===== src/rtl/uart_tx.sv =====
// ============================================================================
//  Module      : uart_tx
//  Description : 8N1 UART transmitter fed by a power-of-two byte FIFO.
//                Frames are sent back-to-back while bytes remain queued.
//                Optional macro UART_TX_PARITY_EN inserts an even-parity bit
//                between the last data bit and the stop bit (8E1 framing).
//  Revision    : 1.0 - initial release
// ============================================================================
`default_nettype none

module uart_tx #(
  parameter int CLKS_PER_BIT = 187,
  parameter int FIFO_DEPTH   = 16
) (
  input  logic                          clk,
  input  logic                          tx_clear,
  input  logic [7:0]                    tx_DI,
  input  logic                          tx_wr,
  output logic                          tx_full,
  output logic                          tx_empty,
  output logic [$clog2(FIFO_DEPTH):0]   tx_count,
  output logic                          tx_busy,
  output logic                          uart_port_DO
);

  localparam int                   c_ptr_w   = $clog2(FIFO_DEPTH);
  localparam logic [15:0]          c_bit_max = 16'(CLKS_PER_BIT - 1);
  localparam logic [c_ptr_w:0]     c_depth   = (c_ptr_w + 1)'(FIFO_DEPTH);
  localparam logic [c_ptr_w:0]     c_cnt_one = (c_ptr_w + 1)'(1);
  localparam logic [c_ptr_w-1:0]   c_ptr_one = c_ptr_w'(1);

  typedef enum logic [2:0] {
    IDLE   = 3'd0,
    START  = 3'd1,
    DATA   = 3'd2,
`ifdef UART_TX_PARITY_EN
    PARITY = 3'd3,
`endif
    STOP   = 3'd4
  } state_t;

  state_t             r_state;
  logic [15:0]        r_cnt;
  logic [2:0]         r_bit_idx;
  logic [7:0]         r_shift;
  logic               r_do;
  logic               r_busy;
`ifdef UART_TX_PARITY_EN
  logic               r_parity;
`endif

  logic [7:0]         r_mem [FIFO_DEPTH];
  logic [c_ptr_w-1:0] r_wr_ptr;
  logic [c_ptr_w-1:0] r_rd_ptr;
  logic [c_ptr_w:0]   r_count;

  logic               w_push;
  logic               w_pop;
  logic [7:0]         w_head;

  assign tx_count     = r_count;
  assign tx_empty     = (r_count == '0);
  assign tx_full      = (r_count == c_depth);
  assign tx_busy      = r_busy;
  assign uart_port_DO = r_do;

  assign w_head = r_mem[r_rd_ptr];
  // Writes against a full FIFO are dropped even if a pop frees a slot on the same edge.
  assign w_push = tx_wr && !tx_full && !tx_clear;
  // The FSM fetches the next byte from IDLE or at the very end of a stop bit.
  assign w_pop  = !tx_clear && !tx_empty &&
                  ((r_state == IDLE) || ((r_state == STOP) && (r_cnt == '0)));

  // FIFO storage; contents need no reset because the count gates all reads.
  always_ff @(posedge clk) begin
    if (w_push) begin
      r_mem[r_wr_ptr] <= tx_DI;
    end
  end

  // FIFO pointers and occupancy; pointers wrap naturally at the power-of-two depth.
  always_ff @(posedge clk) begin
    if (tx_clear) begin
      r_wr_ptr <= '0;
      r_rd_ptr <= '0;
      r_count  <= '0;
    end else begin
      if (w_push) r_wr_ptr <= r_wr_ptr + c_ptr_one;
      if (w_pop)  r_rd_ptr <= r_rd_ptr + c_ptr_one;
      case ({w_push, w_pop})
        2'b10:   r_count <= r_count + c_cnt_one;
        2'b01:   r_count <= r_count - c_cnt_one;
        default: r_count <= r_count;
      endcase
    end
  end

  // Frame sequencer with registered serial line and busy flag.
  always_ff @(posedge clk) begin
    if (tx_clear) begin
      r_state   <= IDLE;
      r_cnt     <= '0;
      r_bit_idx <= '0;
      r_shift   <= '0;
      r_do      <= 1'b1;
      r_busy    <= 1'b0;
`ifdef UART_TX_PARITY_EN
      r_parity  <= 1'b0;
`endif
    end else begin
      case (r_state)
        IDLE: begin
          if (w_pop) begin
            r_shift  <= w_head;
`ifdef UART_TX_PARITY_EN
            r_parity <= ^w_head;
`endif
            r_state  <= START;
            r_cnt    <= c_bit_max;
            r_do     <= 1'b0;
            r_busy   <= 1'b1;
          end
        end
        START: begin
          if (r_cnt == '0) begin
            r_state   <= DATA;
            r_cnt     <= c_bit_max;
            r_bit_idx <= '0;
            r_do      <= r_shift[0];
          end else begin
            r_cnt <= r_cnt - 16'd1;
          end
        end
        DATA: begin
          if (r_cnt == '0) begin
            r_cnt <= c_bit_max;
            if (r_bit_idx == 3'd7) begin
`ifdef UART_TX_PARITY_EN
              r_state <= PARITY;
              r_do    <= r_parity;
`else
              r_state <= STOP;
              r_do    <= 1'b1;
`endif
            end else begin
              r_bit_idx <= r_bit_idx + 3'd1;
              r_shift   <= {1'b0, r_shift[7:1]};
              r_do      <= r_shift[1];
            end
          end else begin
            r_cnt <= r_cnt - 16'd1;
          end
        end
`ifdef UART_TX_PARITY_EN
        PARITY: begin
          if (r_cnt == '0) begin
            r_state <= STOP;
            r_cnt   <= c_bit_max;
            r_do    <= 1'b1;
          end else begin
            r_cnt <= r_cnt - 16'd1;
          end
        end
`endif
        STOP: begin
          if (r_cnt == '0) begin
            if (w_pop) begin
              // Chain straight into the next frame without an idle gap.
              r_shift  <= w_head;
`ifdef UART_TX_PARITY_EN
              r_parity <= ^w_head;
`endif
              r_state  <= START;
              r_cnt    <= c_bit_max;
              r_do     <= 1'b0;
            end else begin
              r_state <= IDLE;
              r_do    <= 1'b1;
              r_busy  <= 1'b0;
            end
          end else begin
            r_cnt <= r_cnt - 16'd1;
          end
        end
        default: begin
          r_state <= IDLE;
          r_do    <= 1'b1;
          r_busy  <= 1'b0;
        end
      endcase
    end
  end

endmodule

`default_nettype wire


===== config.mk =====
export PLATFORM = sky130hd
export DESIGN_NAME = uart_tx
export DESIGN_NICKNAME = d
export VERILOG_FILES = /design/src/rtl/uart_tx.sv
export SDC_FILE = /design/constraint.sdc
export NUM_CORES = 1
export LEC_CHECK = 0
export BUFFER_PORTS_ARGS = -buffer_cell sky130_fd_sc_hd__buf_2
export CORE_AREA = 2 2 114 143
export DETAILED_ROUTE_END_ITERATION = 6
export DIE_AREA = 0 0 116 145
export PLACE_DENSITY = 0.65
export SLEW_MARGIN = 5
export SYNTH_ARGS = -nofsm -noshare
export SYNTH_HDL_FRONTEND = slang
export SYNTH_SLANG_ARGS = --single-unit

===== constraint.sdc =====
create_clock -name clk -period 5.2 [get_ports clk]
set_input_delay 0 -clock clk [delete_from_list [all_inputs] [get_ports clk]]
set_output_delay 0 -clock clk [all_outputs]
set_load 0.005 [all_outputs]

Yosys cells after proc, flatten, opt, wreduce, memory -nomap -nowiden
Memories as Yosys holds them, arrays and structs flattened. A register that Yosys moved wholly into a read port is not among the register bits.
Index checks and enable logic that the tools add are counted.
{ "word_totals": {"mem_count": 1, "ramBits": 128, "register_bits": 45, "inputBits": 11} }
{ "op_classes": {"n_bitwise": 1, "reduce_logical": 22, "n_mux": 36, "n_addsub": 6, "n_eq_ne": 14} }
{ "mem_list": {"columns": ["name", "depth", "word_bits", "read_ports", "rd_clocked_by_memory_dff", "wr", "line_no", "source"], "rows": [
  ["r_mem", 16, 8, 1, 1, 1, "52", "logic [7:0] r_mem [FIFO_DEPTH];"]
]} }
{ "op_table": {"columns": ["operator", "count"], "rows": [
  ["two-way mux 16 bit", 3],
  ["case mux 16 bit (3 select lines)", 1],
  ["two-way mux 8 bit", 4],
  ["two-way mux 3 bit", 8],
  ["case mux 8 bit (3 select lines)", 1],
  ["zero test 16 bit", 1],
  ["AND reduction 4 bit", 4],
  ["subtractor 16 x 1 -> 16 bit (second input constant)", 1],
  ["two-way mux 1 bit", 12],
  ["inequality test 2 bit (second input constant)", 6],
  ["case mux 3 bit (4 select lines)", 1],
  ["case mux 5 bit (2 select lines)", 1],
  ["adder 4 x 1 -> 4 bit (second input constant)", 2],
  ["two-way mux 4 bit", 2],
  ["equality test 3 bit (second input constant)", 2],
  ["case mux 3 bit (2 select lines)", 1],
  ["nonzero test 3 bit", 2],
  ["adder 5 x 1 -> 5 bit (second input constant)", 1],
  ["equality test 5 bit (second input constant)", 1],
  ["logical AND 1 bit", 5],
  ["zero test 5 bit", 1],
  ["AND reduction 5 bit", 1],
  ["subtractor 5 x 1 -> 5 bit (second input constant)", 1],
  ["case mux 1 bit (4 select lines)", 1],
  ["13 further kinds", 16]
]} }

Longest topological paths before layout
{ "depth": {"word_depth": 7, "mapped_depth": 14, "ltp_nobuf": 13} }

Worst setup path before layout
No wires, ideal clock.
{ "synth_timing": {"path_type": "register to register", "start": "reg r_cnt[0]", "end": "reg r_count[3], in the netlist tx_count[3]", "path_buffers": 1, "stages_incl_launch_ff": 13, "required_time_ns": 5.130, "setup_time_ns": 0.070, "t_arrival_ns": 3.426, "path_slack_ns": 1.704, "cell_sequence": "dfxtp_1 inv_1 ha_1 or4b_1 or4_1 buf_4 a21oi_4 ha_1 or3b_2 a21boi_0 nor3_1 or3b_2 a21oi_1"} }
{ "synth_via": {"elab_chain_len": 6} }
{ "synth_lines": {"columns": ["item", "line_no", "source"], "rows": [
  ["from (decl)", "43", "logic [15:0] r_cnt;"],
  ["from (signal assigned)", "119", "r_cnt <= c_bit_max;"],
  ["from (signal assigned)", "127", "r_cnt <= c_bit_max;"],
  ["from (signal assigned)", "131", "r_cnt <= r_cnt - 16'd1;"],
  ["zero test 16 bit *", "72", "((r_state == IDLE) || ((r_state == STOP) && (r_cnt == '0)));"],
  ["logical AND 1 bit *", "72", null],
  ["logical OR 1 bit *", "72", null],
  ["logical AND 1 bit *", "71", "assign w_pop = !tx_clear && !tx_empty &&"],
  ["net w_pop", "58", "logic w_pop;"],
  ["equality test 2 x 1 -> 1 bit / equality test 2 bit (equally long branches)", "90", "case ({w_push, w_pop})"],
  ["case mux 5 bit (2 select lines) / nonzero test 2 bit (equally long branches)", null, null],
  ["to (signal assigned)", "91", "2'b10: r_count <= r_count + c_cnt_one;"],
  ["to (signal assigned)", "92", "2'b01: r_count <= r_count - c_cnt_one;"],
  ["to (signal assigned)", "93", "default: r_count <= r_count;"],
  ["to (decl)", "55", "logic [c_ptr_w:0] r_count;"]
]} }
The timed path passes the listed nets; every way through them passes the cells marked *.
A chain may end at the register's enable or synchronous reset.

Worst setup path in the final report
Ends and elaborated chain as after synthesis.

==> out/metrics.yaml <==
timing:
  final_max_slew_viol_count: 0
  fmax_ghz: 0.243
  relSlewSlack: 0.301
  worst_slew_pin_slew_ps: 1040
  hold_violations: 0
  finalSetupViolations: 0
  tns_ps: 0
  rsz0062_at_grt: "no"
  fin_crit_sh: 0.791
  hold_ws_ps: 99.7
  layout_min_cycle_time_ps: 4110
  finClkSkew_ps: 11.1
  fin_ws_ps: 1090
setup_path:
  endpoint_kind: "register"
  path_max_fanout: 15
  critPathBufInv: 1
  startpoint: "r_cnt[0]"
  rrSetupSlack_ps: 1090
  crit_type: "register to register"
  crit_required_ps: 5560
  timing.rr.end: "tx_count[3]"
  path_delay_family: "simple AND/OR/NAND/NOR gates"
  crit_arrival_ps: 4470
  crit_path_max_incr_delay_ps: 770
  endpoint: "tx_count[3]"
  worst_setup_path_start_kind: "register"
  r2r.worst_path.cells: 11
  reg2reg_from: "r_cnt[0]"
  path_cells: "inv_1 > ha_1 > or4b_1 > or4_1 > a21oi_4 > ha_1 > or3b_2 > a21boi_0 > nor3_1 > or3b_2 > a21oi_1"
  worst_path_max_delay_cell: "or4_1"
  path_depth: 11
synth:
  synth.avg_cell_area_sq_um: 14.5
  synth_cells: 524
  yosys_warnings: 0
  seq_area_frac_synth: 0.635
  yosysMostFrequentCell: "edfxtp_1"
  synth_common_cells: "edfxtp_1 (128), nor2_1 (54), dfxtp_1 (49)"
  ys_types: 59
  ys.flop_type: "edfxtp_1"
  async_flop_share: 0
  synth_edf_count: 128
  syn_nets: 547
  ys_seq_elements: 177
  ys_top_cells_by_area: "edfxtp_1 (51%), dfxtp_1 (13%), mux4_2 (11%)"
  synth_top_area_cell: "edfxtp_1"
  netlist_area_sq_mm: 0.00759
  netlist.area_leader.share: 0.506
floorplanning:
  coreArea_sq_mm: 0.0154
  die_y_um: 145
  rows: 51
  die_w_um: 116
  io-pin-count: 20
  start_util: 0.492
  die_area_sq_mm: 0.0168
clock_tree:
  cts_tree: "built"
  clk_pin_slew_worst_paths_ps: 70
  cts_resized: 0
  clk_path_buf_depth: 2
  cts_buffers: 17
  clk_latency_ps: 430
  cts_sinks: 177
  cts_root_buf: "clkbuf_16"
  htreeDepth: 4
run:
  drv_cap: 0
placed_design:
  port_buffers: 19
  place_area_sq_mm: 0.00789
  post-place-ws_ps: 1100
  place_congestion: 0.860
  dp_hpwl_um: 9850
  place_inst: 733
global_routing:
  grt_pass1_vias: 4512
  antenna_found_initial: 0
  use_met2: 0.321
  grt_pass1_wl_um: 24300
  grt_overflow_total: 0
  grt_max_degree: 39
  grt.total_usage: 0.192
  gr-max-usage-layer: "met2"
  gr-usage-met1: 0.245
  grt_util_met3: 0.0447
detailed_routing:
  dr.pass1.iters: 4
  wl_per_cell_um: 19.6
  vias_per_cell: 5.86
  num_vias: 4531
  drc: 0
  antenna_violating_nets_post_route: 0
  finalWirelength_um: 15200
  drtIter0Drc: 406
pwr:
  ir_worst_vdd_mv: 0.284
  total_power_mw: 4.58
  powerDensity_mw_per_mm2: 537
  p_leak_nw: 2.81
run_status:
  outcome: "complete, no violations"
finish:
  layout.area.seq_sq_mm: 0.00483
  area_delta_synth_final_pct: 12.5
  finalInstanceArea_sq_mm: 0.00854
  finalNetCount: 571
  multiInputGateArea_sq_mm: 0.00260
  final_core_util: 0.553
  drive_gt1_frac: 0.210
  diodes: 0
  fill_cells: 1258
  stdcell_count: 773
hold_path:
  hold_class: "input pin to register"
[worst reg2reg max path, delay by kind of cell (launching register included)]
family,cells,cell delay [ps]
AOI/OAI and AO/OA,3,810
adders and majority gates,2,580
buffers and inverters,1,70
DFF,1,340
and+or+nand+nor,5,2260
[routing by layer]
metal  routed length (um)  up-vias
met5                    0        -
met4                  247        0
met3                  528       21
met2                 7940      104
met1                 6470     2303
li1                     -     2103
[placed cells by master (no fill, tap or decap), types with 7 or more instances in the layout]
cell,n
dfxtp_1,48
mux2_2,7
clkbuf_16,17
or3_1,12
nor2_1,54
dlygate4sd3_1,8
a21oi_1,24
mux4_2,38
edfxtp_1,128
nor3_1,13
inv_1,12
buf_2,19
buf_4,7
a22o_1,9
nand2_1,17
o21ai_0,21
ha_1,12
[layout make-up]
type,count,area share
well taps,212,0.0311
multi-input cells,306,0.305
inverters,12,0.00528
clock buffers,17,0.0498
flip-flops and latches,177,0.565
repair buffers,34,0.0267
clock inverters,15,0.0173
[cell families after synthesis]
kind of cell,count (synthesis),synth area share
flops,177,0.635
simple gates,138,0.0943
compound gates,98,0.0900
mux,48,0.127
buf+inv,41,0.0219
fa+ha+maj,12,0.0198
xor+xnor,10,0.0115
[sequential cells by signal (all words and copies together) (netlist names), named ones only]
name / cells
r_mem: 128
r_cnt: 16
r_shift: 8
tx_count: 5
r_rd_ptr: 4
r_wr_ptr: 4
r_bit_idx: 3
r_state: 3
tx_busy: 1
uart_port_DO: 1
[how the worst min path moves through the flow]
stage          cells past startpoint      from            to  slack, ps
2_1_floorplan                      0  tx_DI[0]   r_mem[0][0]        100
3_3_place_gp                       1  tx_DI[3]  r_mem[14][3]        360
3_5_place_dp                       1  tx_DI[2]   r_mem[7][2]        390
4_1_cts                            4     tx_wr   r_wr_ptr[0]         80
5_1_grt                            2  tx_clear   r_wr_ptr[0]        150
6_report                           4     tx_wr   r_wr_ptr[0]        100
[repair_timing]
item / in CTS / in global routing
endpoints found under the setup margin: 0 / 0
setup buffers: 0 / 0
endpoints found under the hold margin: 128 / 0
hold buffers: 8 / 0
[power by group]
part	switching, mW	internal [mW]	leakage, nW	total, mW
logic	0.860	0.682	0.976	1.54
clock network	0.566	0.675	0.280	1.24
registers	0.163	1.64	1.55	1.80
total	1.59	3.00	2.81	4.58
Power figures use the tool's default switching activity.
